==> src/rtl/if_id_queue.sv <==
// Fetch-to-decode instruction queue: circular buffer of {npc, ins} pairs with
// valid/ready pop, full backpressure, flush-on-branch and a sticky overflow flag.
module if_id_queue #(
  parameter int unsigned          bus_width = 32,
  parameter int unsigned          depth     = 4,
  parameter logic [bus_width-1:0] nop_word  = '0
) (
  input  logic                   clock,
  input  logic                   reset_n_in,
  input  logic [bus_width-1:0]   ins_in,
  input  logic [bus_width-1:0]   npc_in,
  input  logic                   fetch_valid_in,
  output logic                   wait_for_next_out,
  input  logic                   flush_in,
  input  logic                   freeze_in,
  input  logic                   decode_ready_in,
  output logic                   valid_out,
  output logic [bus_width-1:0]   ins_out,
  output logic [bus_width-1:0]   npc_out,
  output logic [$clog2(depth):0] count_out,
  output logic                   overflow_err_out
);

  localparam int unsigned    PW       = $clog2(depth);
  localparam int unsigned    CW       = PW + 1;
  localparam logic [CW-1:0]  FULL_CNT = CW'(depth);

  logic [PW-1:0]        wr_ptr_q, wr_ptr_d;
  logic [PW-1:0]        rd_ptr_q, rd_ptr_d;
  logic [CW-1:0]        count_q, count_d;
  logic                 ovf_q, ovf_d;
  logic [bus_width-1:0] ins_mem_q [depth];
  logic [bus_width-1:0] npc_mem_q [depth];
  logic                 full, empty, push, pop;

  // Push/pop are decided from the registered count only, so a pop never frees
  // a slot for a push in the same cycle.
  always_comb begin
    full     = (count_q == FULL_CNT);
    empty    = (count_q == '0);
    push     = fetch_valid_in && !full;
    pop      = !empty && decode_ready_in && !freeze_in;
    wr_ptr_d = wr_ptr_q;
    rd_ptr_d = rd_ptr_q;
    count_d  = count_q;
    ovf_d    = ovf_q | (fetch_valid_in & full);
    if (flush_in) begin
      wr_ptr_d = '0;
      rd_ptr_d = '0;
      count_d  = '0;
    end else begin
      if (push) wr_ptr_d = wr_ptr_q + PW'(1);
      if (pop)  rd_ptr_d = rd_ptr_q + PW'(1);
      case ({push, pop})
        2'b10:   count_d = count_q + CW'(1);
        2'b01:   count_d = count_q - CW'(1);
        default: count_d = count_q;
      endcase
    end
  end

  always_ff @(posedge clock) begin
    if (!reset_n_in) begin
      wr_ptr_q <= '0;
      rd_ptr_q <= '0;
      count_q  <= '0;
      ovf_q    <= 1'b0;
    end else begin
      wr_ptr_q <= wr_ptr_d;
      rd_ptr_q <= rd_ptr_d;
      count_q  <= count_d;
      ovf_q    <= ovf_d;
    end
  end

  // Storage is not reset; occupancy alone decides what is visible.
  always_ff @(posedge clock) begin
    if (reset_n_in && !flush_in && push) begin
      ins_mem_q[wr_ptr_q] <= ins_in;
      npc_mem_q[wr_ptr_q] <= npc_in;
    end
  end

  assign valid_out         = !empty;
  assign ins_out           = empty ? nop_word : ins_mem_q[rd_ptr_q];
  assign npc_out           = empty ? '0 : npc_mem_q[rd_ptr_q];
  assign count_out         = count_q;
  assign wait_for_next_out = full;
  assign overflow_err_out  = ovf_q;

endmodule

==> config.mk <==
export PLATFORM = sky130hd
export DESIGN_NAME = if_id_queue
export DESIGN_NICKNAME = d
export VERILOG_FILES = /design/src/rtl/if_id_queue.sv
export SDC_FILE = /design/constraint.sdc
export NUM_CORES = 1
export LEC_CHECK = 0
export CORE_MARGIN = 2
export CORE_UTILIZATION = 29
export DETAILED_ROUTE_END_ITERATION = 8
export GPL_ROUTABILITY_DRIVEN = 0
export PLACE_DENSITY = 0.55
export RECOVER_POWER = 25
export REMOVE_ABC_BUFFERS = 1
export SLEW_MARGIN = 40
export SYNTH_ARGS = -nofsm -noshare
export SYNTH_HDL_FRONTEND = slang
export SYNTH_SLANG_ARGS = --single-unit
export TNS_END_PERCENT = 10
==> constraint.sdc <==
create_clock -name clock -period 3.23 [get_ports clock]
set_input_delay 0.4845 -clock clock [delete_from_list [all_inputs] [get_ports clock]]
set_output_delay 0.4845 -clock clock [all_outputs]
set_load 0.01 [all_outputs]
== Word-level counts from Yosys, hierarchy flattened ==
Memories as Yosys holds them, arrays and structs flattened. A register that Yosys moved wholly into a read port is not among the register bits.
Index checks and enable logic that the tools add are counted.

* Bits in registers: 8
* Latch bits: 0
* RAM bits: 256
* ROM bits: 0
* Output and inout port bits: 70
* Memories kept: 2

{| class="wikitable"
|+ Memory list
! memory !! words !! bits a word !! rd ports !! clocked after memory_dff !! wr ports !! line !! source
|-
| ins_mem_q || 4 || 32 || 1 || 1 || 1 || 32 || <nowiki>logic [bus_width-1:0] ins_mem_q [depth];</nowiki>
|-
| npc_mem_q || 4 || 32 || 1 || 1 || 1 || 33 || <nowiki>logic [bus_width-1:0] npc_mem_q [depth];</nowiki>
|}

* $add $sub $neg: 4
* Multiply operators: 0
* Divide/modulo/power cells: 0
* Order comparisons: 0
* Equal/unequal tests: 3
* Shifts and indexed selects: 0
* Mux-type cells: 9
* Bitwise operators: 3
* Reduce and logical (&&, ||, !) cells: 12

{| class="wikitable"
|+ Operators by type and width
! cell !! number
|-
| $mux 32 || 2
|-
| $mux 2 || 4
|-
| $pmux 3 s2 || 1
|-
| $logic_and 1x1->1 || 5
|-
| $add 2x1->2 const B || 2
|-
| $logic_not 1->1 || 4
|-
| $add 3x1->3 const B || 1
|-
| $eq 3x3->1 const B || 1
|-
| $logic_not 3->1 || 1
|-
| $sub 3x1->3 const B || 1
|-
| $eq 2x1->1 const B || 1
|-
| $eq 2x2->1 const B || 1
|-
| $mux 1 || 2
|-
| $reduce_bool 2->1 || 1
|-
| $reduce_or 2->1 || 1
|-
| $and 1x1->1 || 1
|-
| $not 1->1 || 1
|-
| $or 1x1->1 || 1
|}

== Longest topological paths before layout ==
* Depth in word-level cells: 6
* Depth in mapped cells: 10
* Gate-level depth less buffers: 9

== Worst setup path before layout ==
OpenSTA, ideal clock, no wires.

* Path type: input port to flip-flop
* From: input reset_n_in
* To: memory ins_mem_q[0][0], enable pin
* Arrival: 2.414 ns
* Data required time: 2.801 ns
* Path slack: 0.387 ns
* Cell stages on the path: 3
* Buffers on the path: 1
* Path through: nor2b_1 -> clkbuf_1 -> and3_1

* Cells in the longest elaborated chain, start to end: 4

{| class="wikitable"
|+ RTL lines
! what !! line !! source
|-
| start: declaration || 9 || <nowiki>input logic reset_n_in,</nowiki>
|-
| $logic_and 1x1->1 (2 in a row) || 78 || <nowiki>if (reset_n_in && !flush_in && push) begin</nowiki>
|-
| $mux 1 || 78 ||
|-
| $mux 1 (not written as such) || 79 || <nowiki>ins_mem_q[wr_ptr_q] <= ins_in;</nowiki>
|-
| end: declaration || 32 ||
|}

Every way passes these cells.

==> results.txt <==
----------------------------------------------------
[Outcome]
  Status ... completed

[Critical path]
  Slowest cell on crit path ... sky130_fd_sc_hd__dfxtp_4
  Kind of critical path ... reg2out
  Endpoint class of the critical path ... output pin
  CP Data Arrival Time ... 2.59 ns
  Cells along the critical path ... buf_4, mux4_2, and2_1, clkdlybuf4s50_1
  Critical Path Max Stage Delay ... 0.69 ns
  Startpoint type of the worst setup path ... flip-flop
  Worst Path Required ... 2.75 ns
  Top cell family by delay on the critical path ... buffers and inverters
  Maximum fanout along the worst path ... 29
  Worst path bufs/invs ... 2

[Timing]
  Post-route fraction of the period consumed by the critical path ... 95.1%
  Maximum clock frequency ... 325 MHz
  Max-slew violations ... 0
  Setup Skew ... 0.00628 ns
  Setup TNS Final ... 0 ns
  Post-route setup slack ... 0.157 ns
  Setup repair after global routing missed its margin ... no
  Final Hold Violating Endpoints ... 0
  Relative slew slack ... 60.2%
  Time the worst path needs with I/O delays and setup ... 3.07 ns
  Setup violations, final ... 0
  Slew of the pin with the lowest slew margin ... 0.595 ns
  Tightest hold margin ... 0.503 ns

[Power and ir drop]
  Total power consumption of the routed design ... 7400 µW
  Clk pwr share ... 43.3%
  Internal power ... 5860 µW
  Switching power summed over all nets ... 1540 µW
  Part of the power in registers ... 51.8%
  Power density over cell area ... 556 mW/mm²
  Leak Pwr ... 0.00416 µW
  Proportion of total power due to net switching ... 20.8%
  Logic pwr share ... 4.9%
  Maximum vdd ir drop ... 0.388 mV

[Place]
  Setup WS pre-CTS ... 0.342 ns
  Area after detailed placement ... 0.0123 mm²
  Port bufs ... 139
  Detailed placement HPWL ... 13,400 µm

[Logic synthesis]
  Synth warn ... 0
  Syn Area/Cell ... 22.1 µm²
  Post-synthesis cell type count ... 30
  Area of the mapped netlist ... 0.0103 mm²
  Cells after Synth ... 465
  Seq cells post-synth ... 266
  Register area share after synthesis ... 76.7%

[Detailed routing]
  Post-detailed-route wirelength per cell ... 19.3 µm
  First-pass iteration count of the detailed router ... 4
  Post-route DRC violation count ... 0
  Number of vias per cell ... 4.45
  Overall routed net length ... 21,500 µm
  Post-DRT Antenna Nets ... 0
  Initial detailed-routing violation count ... 192
  Vias after detailed routing ... 4,953

[Clocking]
  Latest clock arrival within the worst-skew pair ... 0.56 ns
  Number of buffers inserted for hold repair after clock tree synthesis ... 0
  Number of buffers created by CTS ... 31
  Master cell of the clock root buffer ... sky130_fd_sc_hd__clkbuf_16
  Clock-pin slew reported for the worst setup and hold paths after clock tree synthesis ... 0.06 ns
  Maximum root-to-sink buffer count ... 3
  Clock Sink Count ... 266
  TritonCTS clock tree ... built
  Total number of H-tree levels ... 1

[Job]
  Number of maximum-capacitance violations ... 0

[Global routing]
  Overall Global Routing Usage ... 11.8%
  Overall overflow remaining after global route ... 0
  Largest net degree at the start of global routing ... 30
  Via count of the first global-routing pass ... 5,548
  Number of antenna violations at the first check in global routing ... 1
  Global-route wire length before repair ... 32,800 µm

[Die]
  Overall die height ... 192 µm
  Core Region ... 0.0347 mm²
  Number of ports placed on the die boundary ... 140
  Full die area ... 0.0370 mm²
  Rows ... 68
  Die X ... 192 µm
  Starting utilization of the core area ... 29.6%

[Finish]
  Net count, final ... 708
  Finished layout cell area ... 0.0133 mm²
  P&R area growth vs syn ... 29.4%
  Share of layout cells above drive strength 1 ... 20.4%

[Min path]
  Min-delay worst type ... reg2reg

----------------------------------------------------
final cells by class:
class	instances	area (µm²)
Multi-Input combinational cell	168	2180
Fill cell	3158	21400
Tap cell	455	569
Timing Repair Buffer	157	1670
Clock buffer	34	787
Antenna cell	1	2.50
Clock inverter	24	168
Sequential cell	266	7900
Inverter	8	32.5
kinds of logic (layout without fill, tap and decap cells):
| group | count (synthesis) | in the layout | synth area share, % |
|---|---|---|---|
| compound gates | 7 | 7 | 0.438 |
| xor+xnor | 2 | 2 | 0.170 |
| fa+ha+maj | 6 | 6 | 0.803 |
| buf+inv | 31 | 223 | 2.31 |
| flops | 266 | 266 | 76.7 |
| mux | 67 | 67 | 14.5 |
| other cells | 0 | 1 | 0 |
| simple gates | 86 | 86 | 5.15 |
through the flow:
step	std cells	util, %
floorplan	442	-
global placement	1053	35.5
detailed placement	1053	35.5
CTS	1112	38.3
global route	1113	38.3
finish	1113	38.3
state kept, by name (all words and copies together), names as in the netlist, named ones only:
register / count
ins_mem_q: 128
npc_mem_q: 128
count_out: 3
rd_ptr_q: 2
wr_ptr_q: 2
overflow_err_out: 1
layout by cell type, fill, tap and decap left out, drive strengths merged:
cell type,Yosys,layout
nand4,1,1
or3,1,1
inv,8,11
or3b,1,1
and3,4,4
o21ai,1,1
diode,0,1
and2,65,65
nor3,1,1
clkdlybuf4s50,0,101
edfxtp,256,256
nand2,4,4
dlygate4sd3,0,38
buf,14,18
fa,1,1
nor2,3,3
or4,1,1
nor2b,2,2
dfxtp,10,10
clkbuf,9,34
xor2,2,2
clkinv,0,16
ha,5,5
nor3b,1,1
mux4,64,64
mux2i,3,3
a21oi,4,4
o31ai,2,2
nand2b,2,2
bufinv,0,1
clkinvlp,0,4
tightest hold or removal path: cells and delay by family (launching register included):
kind           cells  cell delay, ns
flip-flops         1            0.31
AO/OA/AOI/OAI      2            0.14
layer usage:
| layer | up-vias | part of all wire [%] | track usage, % |
|---|---|---|---|
| li1 | 2227 | - | - |
| met1 | 2566 | 42 | 14.9 |
| met2 | 125 | 50 | 20.5 |
| met3 | 35 | 6.1 | 2.69 |
| met4 | 0 | 2.0 | 2.94 |
| met5 | - | 0 | 0 |
final timing paths:
kind | from | slack, ns | to | depth (start not counted)
max | flip-flop | 0.16 | ins_out[27] | 4
min reg2reg | rd_ptr_q[1]$_SDFFE_PP0P_ | 0.50 | flip-flop | 2
min | rd_ptr_q[1]$_SDFFE_PP0P_ | 0.50 | flip-flop | 2
max reg2reg | count_out[0]$_SDFFE_PP0P_ | 0.71 | count_out[2]$_SDFFE_PP0P_ | 8
repair_timing:
action,CTS,global route
setup buffers,1,0
gates resized for setup,0,2
hold endpoints to repair,0,0
setup endpoints to repair,41,8
power groups by stage:
stage          Combinational (µW)  Sequential, µW  Clock (µW)
3_5_place_dp                  378            3900           0
4_1_cts                       382            3830        3320
6_report                      363            3830        3200
2_1_floorplan                 119            3910           0
5_1_grt                       396            3830        3470
3_3_place_gp                  368            3900           0
Yosys cell counts, drive strengths merged:
master	number	area share (%)
xor2	2	0.17
nor2b	2	0.12
edfxtp	256	75
a21oi	4	0.19
mux4	64	14
inv	8	0.29
buf	14	1.7
fa	1	0.19
nor3	1	0.097
ha	5	0.61
o31ai	2	0.19
or3b	1	0.085
clkbuf	9	0.34
or3	1	0.061
nand2b	2	0.12
dfxtp	10	1.9
or4	1	0.073
nand2	4	0.15
nor2	3	0.11
mux2i	3	0.29
nor3b	1	0.073
and3	4	0.24
nand4	1	0.061
and2	65	4.0
o21ai	1	0.049
Power figures use the tool's default switching activity.
